--- src/rtl/flag_cond_unit_pkg.sv ---
// rtl/flag_cond_unit_pkg.sv - shared flag layout and ARM condition encodings
// Purpose: flag vector width, ALU flag bit positions and 4-bit cond codes,
//          shared by the flag/condition unit and the branch unit.
// Ports:   none (package).
package flag_cond_unit_pkg;

    localparam int FLAGSW = 4;

    // ALU flagsout bit order
    localparam int Z_i = 0;
    localparam int C_i = 1;
    localparam int N_i = 2;
    localparam int V_i = 3;

    typedef logic [FLAGSW-1:0] flags_t;

    localparam logic [3:0] COND_EQ = 4'h0;
    localparam logic [3:0] COND_NE = 4'h1;
    localparam logic [3:0] COND_CS = 4'h2;
    localparam logic [3:0] COND_CC = 4'h3;
    localparam logic [3:0] COND_MI = 4'h4;
    localparam logic [3:0] COND_PL = 4'h5;
    localparam logic [3:0] COND_VS = 4'h6;
    localparam logic [3:0] COND_VC = 4'h7;
    localparam logic [3:0] COND_HI = 4'h8;
    localparam logic [3:0] COND_LS = 4'h9;
    localparam logic [3:0] COND_GE = 4'hA;
    localparam logic [3:0] COND_LT = 4'hB;
    localparam logic [3:0] COND_GT = 4'hC;
    localparam logic [3:0] COND_LE = 4'hD;
    localparam logic [3:0] COND_AL = 4'hE;
    localparam logic [3:0] COND_NV = 4'hF;

endpackage

--- src/rtl/flag_cond_unit_if.sv ---
// rtl/flag_cond_unit_if.sv - issue, write-back and status bundle of the flag unit
// Purpose: groups the issue handshake, execute flag write-back, flush and
//          flag/condition status outputs.
// Ports:   master = issue/execute side, slave = flag_cond_unit.
interface flag_cond_unit_if;

    logic                       iss_valid;
    logic                       iss_ready;
    logic [3:0]                 iss_cond;
    logic                       iss_setflags;
    logic                       wb_valid;
    flag_cond_unit_pkg::flags_t wb_flags;
    logic                       flush;
    flag_cond_unit_pkg::flags_t cpsr_flags;
    logic                       pass_valid;
    logic                       pass;
    logic [2:0]                 pend_cnt;
    logic                       err;

    modport master (
        output iss_valid, iss_cond, iss_setflags, wb_valid, wb_flags, flush,
        input  iss_ready, cpsr_flags, pass_valid, pass, pend_cnt, err
    );

    modport slave (
        input  iss_valid, iss_cond, iss_setflags, wb_valid, wb_flags, flush,
        output iss_ready, cpsr_flags, pass_valid, pass, pend_cnt, err
    );

endinterface

--- src/rtl/flag_cond_unit_cond_eval.sv ---
// rtl/flag_cond_unit_cond_eval.sv - combinational ARM condition evaluator
// Purpose: decides whether a cond field passes against a flag vector.
// Ports:   cond  in  4  ARM cond field
//          flags in  4  flag vector, ALU bit order
//          pass  out 1  condition satisfied (NV never passes)
module cond_eval
    import flag_cond_unit_pkg::*;
(
    input  logic [3:0] cond,
    input  flags_t     flags,
    output logic       pass
);

    logic z, c, n, v;

    assign z = flags[Z_i];
    assign c = flags[C_i];
    assign n = flags[N_i];
    assign v = flags[V_i];

    always_comb begin
        pass = 1'b0;
        case (cond)
            COND_EQ: pass = z;
            COND_NE: pass = !z;
            COND_CS: pass = c;
            COND_CC: pass = !c;
            COND_MI: pass = n;
            COND_PL: pass = !n;
            COND_VS: pass = v;
            COND_VC: pass = !v;
            COND_HI: pass = c && !z;
            COND_LS: pass = !c || z;
            COND_GE: pass = (n == v);
            COND_LT: pass = (n != v);
            COND_GT: pass = !z && (n == v);
            COND_LE: pass = z || (n != v);
            COND_AL: pass = 1'b1;
            default: pass = 1'b0;
        endcase
    end

endmodule

--- src/rtl/flag_cond_unit.sv ---
// rtl/flag_cond_unit.sv - NZCV flag register, flag dependency tracking and condition check
// Purpose: holds committed flags, counts outstanding flag-setting instructions,
//          stalls dependent issue and evaluates the cond field of accepted
//          instructions with same-cycle write-back bypass.
// Ports:   clk   in  1  clock
//          reset in  1  asynchronous active-high reset
//          bus   slave modport of flag_cond_unit_if
module flag_cond_unit
    import flag_cond_unit_pkg::*;
#(
    parameter int MAXPEND = 3
) (
    input  logic              clk,
    input  logic              reset,
    flag_cond_unit_if.slave   bus
);

    localparam logic [2:0] MAX_CNT = 3'(MAXPEND);

    logic       needs;
    logic       wb_at_zero;
    logic [2:0] eff;
    logic       accept;
    logic [2:0] pend_next;
    flags_t     eval_flags;
    logic       cond_pass;

    assign needs      = (bus.iss_cond != COND_AL);
    assign wb_at_zero = bus.wb_valid && (bus.pend_cnt == 3'd0);

    // Count as if this cycle's write-back had already retired, so a
    // dependent instruction can issue alongside its resolving write-back.
    assign eff = (bus.wb_valid && !wb_at_zero) ? bus.pend_cnt - 3'd1 : bus.pend_cnt;

    assign bus.iss_ready = !bus.flush
                         && (!needs || eff == 3'd0)
                         && (!bus.iss_setflags || eff < MAX_CNT);

    assign accept    = bus.iss_valid && bus.iss_ready;
    assign pend_next = eff + {2'b00, accept && bus.iss_setflags};

    assign eval_flags = bus.wb_valid ? bus.wb_flags : bus.cpsr_flags;

    cond_eval u_cond_eval (
        .cond  (bus.iss_cond),
        .flags (eval_flags),
        .pass  (cond_pass)
    );

    always_ff @(posedge clk or posedge reset) begin
        if (reset) begin
            bus.cpsr_flags <= '0;
            bus.pass_valid <= 1'b0;
            bus.pass       <= 1'b0;
            bus.pend_cnt   <= 3'd0;
            bus.err        <= 1'b0;
        end else begin
            // Write-back commits even during flush or with nothing pending.
            if (bus.wb_valid) begin
                bus.cpsr_flags <= bus.wb_flags;
            end
            if (wb_at_zero) begin
                bus.err <= 1'b1;
            end
            if (bus.flush) begin
                bus.pend_cnt   <= 3'd0;
                bus.pass_valid <= 1'b0;
            end else begin
                bus.pend_cnt   <= pend_next;
                bus.pass_valid <= accept;
                if (accept) begin
                    bus.pass <= cond_pass;
                end
            end
        end
    end

endmodule

--- src/flat_wrapper.sv ---
// flat-port wrapper written by rule: the top's interface ports become plain ports
module flag_cond_unit_flat import flag_cond_unit_pkg::*;
#(
    parameter int MAXPEND = 3
)
  (clk, reset, bus_iss_valid, bus_iss_cond, bus_iss_setflags, bus_wb_valid, bus_wb_flags, bus_flush, bus_iss_ready, bus_cpsr_flags, bus_pass_valid, bus_pass, bus_pend_cnt, bus_err);
  flag_cond_unit_if bus_i ();
  input  logic clk;
  input  logic reset;
  input wire logic [$bits(bus_i.iss_valid)-1:0] bus_iss_valid;
  input wire logic [$bits(bus_i.iss_cond)-1:0] bus_iss_cond;
  input wire logic [$bits(bus_i.iss_setflags)-1:0] bus_iss_setflags;
  input wire logic [$bits(bus_i.wb_valid)-1:0] bus_wb_valid;
  input wire logic [$bits(bus_i.wb_flags)-1:0] bus_wb_flags;
  input wire logic [$bits(bus_i.flush)-1:0] bus_flush;
  output wire logic [$bits(bus_i.iss_ready)-1:0] bus_iss_ready;
  output wire logic [$bits(bus_i.cpsr_flags)-1:0] bus_cpsr_flags;
  output wire logic [$bits(bus_i.pass_valid)-1:0] bus_pass_valid;
  output wire logic [$bits(bus_i.pass)-1:0] bus_pass;
  output wire logic [$bits(bus_i.pend_cnt)-1:0] bus_pend_cnt;
  output wire logic [$bits(bus_i.err)-1:0] bus_err;
  assign bus_i.iss_valid = bus_iss_valid;
  assign bus_i.iss_cond = bus_iss_cond;
  assign bus_i.iss_setflags = bus_iss_setflags;
  assign bus_i.wb_valid = bus_wb_valid;
  assign bus_i.wb_flags = bus_wb_flags;
  assign bus_i.flush = bus_flush;
  assign bus_iss_ready = bus_i.iss_ready;
  assign bus_cpsr_flags = bus_i.cpsr_flags;
  assign bus_pass_valid = bus_i.pass_valid;
  assign bus_pass = bus_i.pass;
  assign bus_pend_cnt = bus_i.pend_cnt;
  assign bus_err = bus_i.err;
  flag_cond_unit #(.MAXPEND(MAXPEND)) u_core (.clk(clk), .reset(reset), .bus(bus_i));
endmodule
--- config.mk ---
export PLATFORM = sky130hd
export DESIGN_NAME = flag_cond_unit_flat
export DESIGN_NICKNAME = d
export VERILOG_FILES = /design/src/rtl/flag_cond_unit_pkg.sv /design/src/rtl/flag_cond_unit_if.sv /design/src/rtl/flag_cond_unit_cond_eval.sv /design/src/rtl/flag_cond_unit.sv /design/src/flat_wrapper.sv
export SDC_FILE = /design/constraint.sdc
export NUM_CORES = 1
export LEC_CHECK = 0
export ABC_AREA = 1
export CAP_MARGIN = 0
export CORE_MARGIN = 8
export CORE_UTILIZATION = 41
export DETAILED_ROUTE_END_ITERATION = 10
export HOLD_SLACK_MARGIN = 0.03
export PLACE_DENSITY = 0.74
export REMOVE_ABC_BUFFERS = 1
export SLEW_MARGIN = 20
export SYNTH_ARGS = -nofsm -noshare
export SYNTH_HDL_FRONTEND = slang
export SYNTH_SLANG_ARGS = --single-unit
--- constraint.sdc ---
create_clock -name clk -period 1.9 [get_ports clk]
set_input_delay 0.285 -clock clk [delete_from_list [all_inputs] [get_ports clk]]
set_output_delay 0.285 -clock clk [all_outputs]
set_load 0.02 [all_outputs]
* Yosys cells after proc, flatten, opt, wreduce, memory -nomap -nowiden
Cells that the tools add are included.
** Word-level totals
- Output and inout bits :: 11
- Flip-flop bits (word level) :: 10
- Input port bits :: 14
- Word-level logic and storage cells :: 55
** Cells by class
- Add/sub/neg operators :: 2
- Bitwise operators :: 1
- Muxes and demuxes :: 5
- Eq/ne operators :: 17
- Reduce and logical (&&, ||, !) cells :: 24
- $lt $le $gt $ge :: 1
** Operators with widths (count)
- $eq A4 B4 Y1 const B :: 7
- $eq A4 B3 Y1 const B :: 4
- $pmux W1 S15 :: 1
- $eq A4 B2 Y1 const B :: 2
- $logic_and A1 B1 Y1 :: 8
- $logic_not A1 Y1 :: 8
- $logic_not A3 Y1 :: 2
- $mux W3 :: 2
- $eq A4 B1 Y1 const B :: 1
- $logic_not A4 Y1 :: 1
- $logic_or A1 B1 Y1 :: 4
- $mux W4 :: 1
- $ne A4 B4 Y1 const B :: 1
- $add A3 B1 Y3 :: 1
- $lt A3 B2 Y1 const B :: 1
- $sub A3 B1 Y3 const B :: 1
- $reduce_and A2 Y1 :: 1
- $eq A1 B1 Y1 :: 1
- $mux W1 :: 1
- $ne A1 B1 Y1 :: 1
- $not A1 Y1 :: 1

* Longest topological paths before layout
Gate-level depths: netlist (run 1).
- Word-level depth :: 13
- Mapped depth :: 14
- Mapped depth without buffers :: 14

* Hierarchy
From an unflattened synthesis (run 1), not the netlist that was laid out.
** Unflattened totals
- Cells, all modules :: 122
- Area, all modules :: 837.1 um2
** Modules (own cells, without submodules)
- flag_cond_unit :: sequential area each 250.2 um2, area each 608.1 um2, instances 1, cells each 67
- cond_eval :: sequential area each 0.0 um2, area each 229.0 um2, instances 1, cells each 55

* Worst setup path before layout (run 1)
Ideal clock, no wire load.
- Kind :: reg2reg
- Start :: register u_core.bus.pend_cnt[0]
- End :: register u_core.bus.pend_cnt[2]
- Data required time :: 1.782 ns
- Setup slack :: -0.114 ns
- Library setup time :: 0.118 ns
- Path buffers :: 0
- Data arrival time :: 1.896 ns
- Cell stages (with the launch flop) :: 14
- Clock period less this slack :: 2.014 ns
- Path through :: dfrtp_1 inv_1 ha_1 nand2_1 nand2_1 nand2_1 nand3_2 o21ai_2 nand4_1 nor2_1 ha_1 ha_1 xor2_1 nor2_1
** On the way
- Longest elaborated chain between the ends :: 13
- Elaborated cells on any way between the ends :: 16
- Classes of those cells :: add/sub (2); order compare (1); mux (2); reduce/logical (11)
** Ends and longest elaborated chain
- from (decl) :: RTL line flag_cond_unit_if.sv:27 : output iss_ready, cpsr_flags, pass_valid, pass, pend_cnt, err
- from (signal assigned) :: RTL line flag_cond_unit.sv:69 : bus.pend_cnt <= pend_next;
- branches (longest 4 deep; another with $sub A3 B1 Y3)
- $mux W3 (*) :: RTL line flag_cond_unit.sv:33 : assign eff = (bus.wb_valid && !wb_at_zero) ? bus.pend_cnt - 3'd1 : bus.pend_cnt;
- branches (longest 6 deep; another with $lt A3 B2 Y1)
- $add A3 B1 Y3 (*) :: RTL line flag_cond_unit.sv:40 : assign pend_next = eff + {2'b00, accept && bus.iss_setflags};
- $mux W3 (*) :: RTL line flag_cond_unit.sv:65 : if (bus.flush) begin
Every way passes the cells marked *.
A chain may end at the register's enable or synchronous reset.

* Worst setup path after layout (run 1)
- Start :: register u_core.bus.pend_cnt[1]
- End :: register u_core.bus.pend_cnt[2]
Same word-level chain as after synthesis.

==> results.tsv, run 1 <==
metric	value	unit
status	finished with violations	
violations	setup timing	
setup_violations	4	
die_w	60.64	um
numCtsBuffers	3	
groute.usage.overall	14.21	%
port_buffers	24	
maxSlewHeadroom	73.53	%
powerDensity	1236	nW/um2
cts_tree	built	
ys_seq_area_share	30.63	%
hpwl	1800	um
final_cell_mix	42 x nand2_1, 23 x clkdlybuf4s50_1, 23 x buf_4, 19 x inv_1, 14 x nor2_1	
cts_root_buf	clkbuf_4	
dr.max_layer_used	met4	
synth_warnings	0	
syn-mean-instance-area	6.285	um2
area_growth_syn_to_layout	69.68	%
path_clk_slew	0.08	ns
crit_fanout	4	
slew_violations	0	
viasPerCell	4.774	
core-area	1922	um2
wl_per_cell	12.16	um
ys_ff_latch	10	
fmax	452.5	MHz
final_antenna_net_count	0	
synth_cells	130	
ys_types	21	
grt_max_degree	11	
drt_wl_total	2529	um
grt_pass1_vias	985	
drc	0	
antennaDiodeCount	0	
cts_buffer_depth	2	
clock_sinks	10	
rsz0062_at_grt	true	
finish.utilization	72.14	%
fin_crit_sh	116.3	%
final_common_cell	nand2_1	
grt_pass1_wl	4008	um
path_class	register to register	
crit_required	2.07	ns
tightest_slew	0.3967	ns
htree_num_levels	1	
first_pass_iters	4	
cp.arrival	2.38	ns
finalPower	1713	uW
rows	16	
overflow	0	
final_hold_viol_count	0	
fin_area	1386	um2
drtIter0Drc	22	
m1WireLength	994	um
vdd.ir_drop.worst	0.0008933	V
p_leak	0.0007349	uW
final.setup_skew	0.002839	ns
start_util	42.51	%
fillers	156	
ioPinCount	25	
place.gp.congestion	0.8238	
setup_ws	-0.3100	ns
final_nets	200	
grt_antenna_before_repair	0	
final_layout_size_suffix_gt1_share	32.04	%
met2WireLength	1324	um
clock_latency	0.28	ns
fin_crit	2.210	ns
worstRegToRegCells	15	
vias	993	
worst_setup_path_end_kind	register	
die_h	60.64	um
dieArea	3677	um2
dpl_cell_area	1230	um2
start_kind	register	
syn_area	817.0	um2
drv_cap	0	
wl_met3	126	um
hp-class	input port to asynchronous set/reset pin	
-- final timing paths --
check | start | end | slack, ns
hold reg to reg | u_core.bus.err | u_core.bus.err | 0.49
min in group clk | u_core.bus.err | u_core.bus.err | 0.49
setup reg to reg | u_core.bus.pend_cnt[1] | u_core.bus.pend_cnt[2] | -0.31
max in group asynchronous | reset | u_core.bus.pass_valid | 1.34
setup / recovery | u_core.bus.pend_cnt[1] | u_core.bus.pend_cnt[2] | -0.31
hold / removal | reset | u_core.bus.err | 0.27
-- cells in the mapped netlist (all sizes together) --
library cell	n	share of area, %
xor2	1	1.1
o21bai	1	0.92
nor2	16	8.3
dfrtp	10	31
buf	1	1.4
o21ai	4	3.4
nand3b	1	0.92
o211ai	1	0.92
nor3	1	0.61
and2	1	0.77
inv	28	13
nand4	2	1.5
ha	4	6.1
nand2	50	24
nand3	9	6.7
-- what timing repair did --
item	in CTS	in global routing
hold buffers	0	0
pin swaps	1	10
setup buffers	4	3
gates resized for setup	24	8
setup endpoints to repair	4	5
-- stage by stage --
step	hold WS [ns]	instances	worst slack, ns	setup TNS [ns]
after global routing	0.3296	208	-0.4157	-1.247
after global placement	0.4592	200	-0.4347	-1.171
after floorplan	0.1252	129	-0.1143	-0.1975
final	0.2747	208	-0.3100	-0.7868
after detailed placement	0.4702	200	-0.4791	-1.401
after CTS	0.2927	208	-0.1610	-0.4173
-- worst max-delay path, cell delays in order (launching register included) --
cell and delay (ns):
dfrtp_1 0.39, inv_2 0.11, ha_4 0.17, nand2_4 0.07
nand2_2 0.07, nand2_1 0.08, nand2_2 0.10, nand2_2 0.07
nand3_2 0.10, buf_6 0.10, nand4_1 0.12, nor2_1 0.16
ha_2 0.21, ha_4 0.12, xor2_1 0.16, nor2_1 0.08
-- where the power goes --
group,switching [uW],internal [uW]
logic,615,593
clock network,93.7,117
registers,34.3,261
-- registers in the layout, indices dropped and copies added (netlist names) --
register	count
u_core.bus.pass_valid	1
u_core.bus.cpsr_flags	4
u_core.bus.pend_cnt	3
u_core.bus.pass	1
u_core.bus.err	1
-- routing by layer --
layer  GRT usage, %  vias up
li1               -      492
met1          14.48      456
met2          26.70       36
met3          2.542        9
met4          7.309        0
met5              0        -
-- area by class of cell --
type	count	area [um2]	area share [%]
clock buffer	4	36.28	2.617
inverter	28	107.6	7.762
tap	27	33.78	2.437
multi-input combinational	91	533.0	38.45
sequential	10	250.2	18.05
timing repair buffer	48	425.4	30.69
-- logic make-up (layout without fill, tap and decap cells) --
logic type               after synthesis  in the layout  synth area share, %
AO/OA/AOI/OAI                          6              6                5.208
XOR/XNOR                               1              1                1.072
adder cells (fa/ha/maj)                4              4                6.126
buffers and inverters                 29             80                14.55
flip-flops                            10             10                30.63
AND/OR/NAND/NOR                       80             80                42.42
No activity file was read; power rests on OpenSTA's default activity.
==> run 2, diff against run 1 <==
--- a/config.mk
+++ b/config.mk
@@ -8,10 +8,10 @@
 export ABC_AREA = 1
 export CAP_MARGIN = 0
 export CORE_MARGIN = 8
-export CORE_UTILIZATION = 41
+export CORE_UTILIZATION = 40
 export DETAILED_ROUTE_END_ITERATION = 10
 export HOLD_SLACK_MARGIN = 0.03
-export PLACE_DENSITY = 0.74
+export PLACE_DENSITY = 0.73
 export REMOVE_ABC_BUFFERS = 1
 export SLEW_MARGIN = 20
 export SYNTH_ARGS = -nofsm -noshare
==> run 2 against run 1 <==
The flow still finishes with violations (setup timing). First-iteration DRC count up 68%. Global-route usage is essentially flat. Sequential power hardly changed. Setup slack better by 0.10 ns. Core utilization rose by 0.29 points. Hold slack improved by 0.022 ns. Die area rose by 1.8%. Clock power fell by 31%. Power is 0.93% higher. Wire length rose by 1.9%. Cell count stayed put. Via count fell by 3.0%. Critical path type unchanged. Critical endpoint unchanged.
==> results.tsv, run 2 (synthesized netlist as in run 1, its figures left out) <==
metric	value	unit	change
tns	-0.6832	ns	+0.1036 ns
numCtsBuffers	3		unchanged
die_w	61.20	um	+0.92%
fin_cells	208		unchanged
clock_sinks	10		unchanged
tightest_slew	0.3929	ns	-0.003765 ns
rsz0062_at_grt	true		
htree_num_levels	1		unchanged
ioPinCount	25		unchanged
fillers	157		+0.64%
largest_reg_flops	4		unchanged
wl_per_cell	12.38	um	+1.9%
grt_pass1_vias	977		-0.81%
drc	0		unchanged
path_clk_slew	0.06	ns	-0.02 ns
antennaDiodeCount	0		unchanged
largestRegisters	u_core.bus.cpsr_flags (4), u_core.bus.pend_cnt (3)		
vdd.ir_drop.worst	0.001012	V	+13%
dpl_cell_area	1215	um2	-1.2%
start_util	42.07	%	-0.44 points
ctsHoldBuffers	0		unchanged
grt_pass1_wl	4029	um	+0.52%
largest-register	u_core.bus.cpsr_flags		
first_pass_iters	4		unchanged
cp.arrival	2.26	ns	-0.12 ns
sequentialPowerShare	16.9	%	-0.3 points
clock_latency	0.26	ns	-0.02 ns
crit_fanout	4		unchanged
start_kind	register		
grt_antenna_before_repair	0		unchanged
cts_tree	built		
final_layout_size_suffix_gt1_share	32.04	%	unchanged
final_common_cell	nand2_1		
setup_ws	-0.2072	ns	+0.1028 ns
p_comb_share	74.8	%	+4.3 points
viasPerCell	4.630		-3.0%
path_class	register to register		
hpwl	1723	um	-4.3%
worst_setup_path_end_kind	register		
drv_cap	0		unchanged
grt_max_degree	11		unchanged
hp-class	input port to asynchronous set/reset pin		
fin_crit	2.107	ns	-0.1028 ns
status	finished with violations		
final_cell_mix	42 x nand2_1, 23 x clkdlybuf4s50_1, 23 x buf_4, 21 x inv_1, 13 x nor2_1		
p_sw_share	43.93	%	+0.57 points
powerDensity	1229	nW/um2	-0.51%
p_int	969.3	uW	about the same
crit_required	2.06	ns	about the same
power.net_switching	759.5	uW	+2.3%
port_buffers	24		unchanged
finalPower	1729	uW	+0.93%
post-place-cells	198		-1.0%
p_clk_share	8.3	%	-4.0 points
die_h	61.20	um	+0.92%
final_nets	201		+0.50%
rows	16		unchanged
p_leak	0.0007367	uW	+0.25%
cts_buffer_depth	2		unchanged
final_antenna_net_count	0		unchanged
slew_violations	0		unchanged
final_hold_viol_count	0		unchanged
violations	setup timing		
maxSlewHeadroom	73.78	%	+0.25 points
overflow	0		unchanged
dp_slack	-0.4828	ns	-0.003656 ns
area_growth_syn_to_layout	72.13	%	
dieArea	3745	um2	+1.8%
vias	963		-3.0%
fmax	474.6	MHz	+4.9%
drtIter0Drc	37		+68%
fin_crit_sh	110.9	%	-5.4 points
drt_wl_total	2576	um	+1.9%
final.setup_skew	0.0002238	ns	-0.002616 ns
cts_root_buf	clkbuf_4		
place.gp.congestion	0.8254		+0.19%
fin_area	1406	um2	+1.4%
setup_violations	5		+1
groute.usage.overall	14.26	%	+0.050 points
core-area	1942	um2	+1.0%
==> run 2: critical path, stage by stage, from the launching register on <==
cell,delay [ns]
dfrtp_1,0.39
inv_2,0.11
ha_4,0.16
nand2_4,0.06
nand2_2,0.09
nand2_1,0.06
nand2_2,0.12
inv_2,0.06
o21ai_2,0.14
nand4_1,0.13
nor2_1,0.13
ha_2,0.20
ha_4,0.14
xor2_2,0.15
nor2_2,0.05
==> run 2: repair_timing <==
item | CTS | global route
resized for setup | 24 | 11
endpoints found under the hold margin | 0 | 0
setup endpoints to repair | 4 | 5
cloned | 0 | 0
setup buffers | 6 | 1
pin swaps | 6 | 12
==> run 2: metrics by stage <==
step	util [%]	hold slack, ns
2_1_floorplan	-	0.1252
4_1_cts	69.39	0.3074
3_3_place_gp	62.56	0.4613
5_1_grt	72.42	0.3595
3_5_place_dp	62.56	0.4630
6_report	72.42	0.2967
==> run 2: layer usage <==
| metal | part of all wire (%) | vias up | global-route usage, % |
|---|---|---|---|
| met1 | 41 | 432 | 14.49 |
| met3 | 5.1 | 7 | 2.088 |
| met2 | 51 | 31 | 26.87 |
| met5 | 0 | - | 0 |
| met4 | 3.1 | 0 | 7.973 |
| li1 | - | 493 | - |
==> run 2: worst paths after layout <==
| path | from | end | slack (ns) | cells past startpoint |
|---|---|---|---|---|
| max | u_core.bus.pend_cnt[1] | u_core.bus.pend_cnt[2] | -0.21 | 14 |
| min | reset | u_core.bus.pend_cnt[2] | 0.30 | 2 |
| max reg2reg | u_core.bus.pend_cnt[1] | u_core.bus.pend_cnt[2] | -0.21 | 14 |
| min reg2reg | u_core.bus.err | u_core.bus.err | 0.48 | 1 |
| max in group asynchronous | reset | u_core.bus.pass_valid | 1.33 | 2 |
| min in group clk | u_core.bus.err | u_core.bus.err | 0.48 | 1 |
==> run 2: power by group through the flow <==
stage / clock network (uW) / registers, uW / logic, uW
2_1_floorplan: 0 / 353 / 400
3_3_place_gp: 0 / 290 / 817
3_5_place_dp: 0 / 291 / 835
4_1_cts: 148 / 292 / 1070
5_1_grt: 158 / 299 / 1400
6_report: 144 / 292 / 1290
==> run 2: area by class of cell <==
| type | instances | area, um2 | area share (%) |
|---|---|---|---|
| Clock buffer | 3 | 22.52 | 1.601 |
| Inverter | 28 | 107.6 | 7.651 |
| Tap cell | 27 | 33.78 | 2.402 |
| Timing Repair Buffer | 49 | 436.7 | 31.05 |
| Sequential cell | 10 | 250.2 | 17.79 |
| Multi-Input combinational cell | 91 | 555.5 | 39.50 |
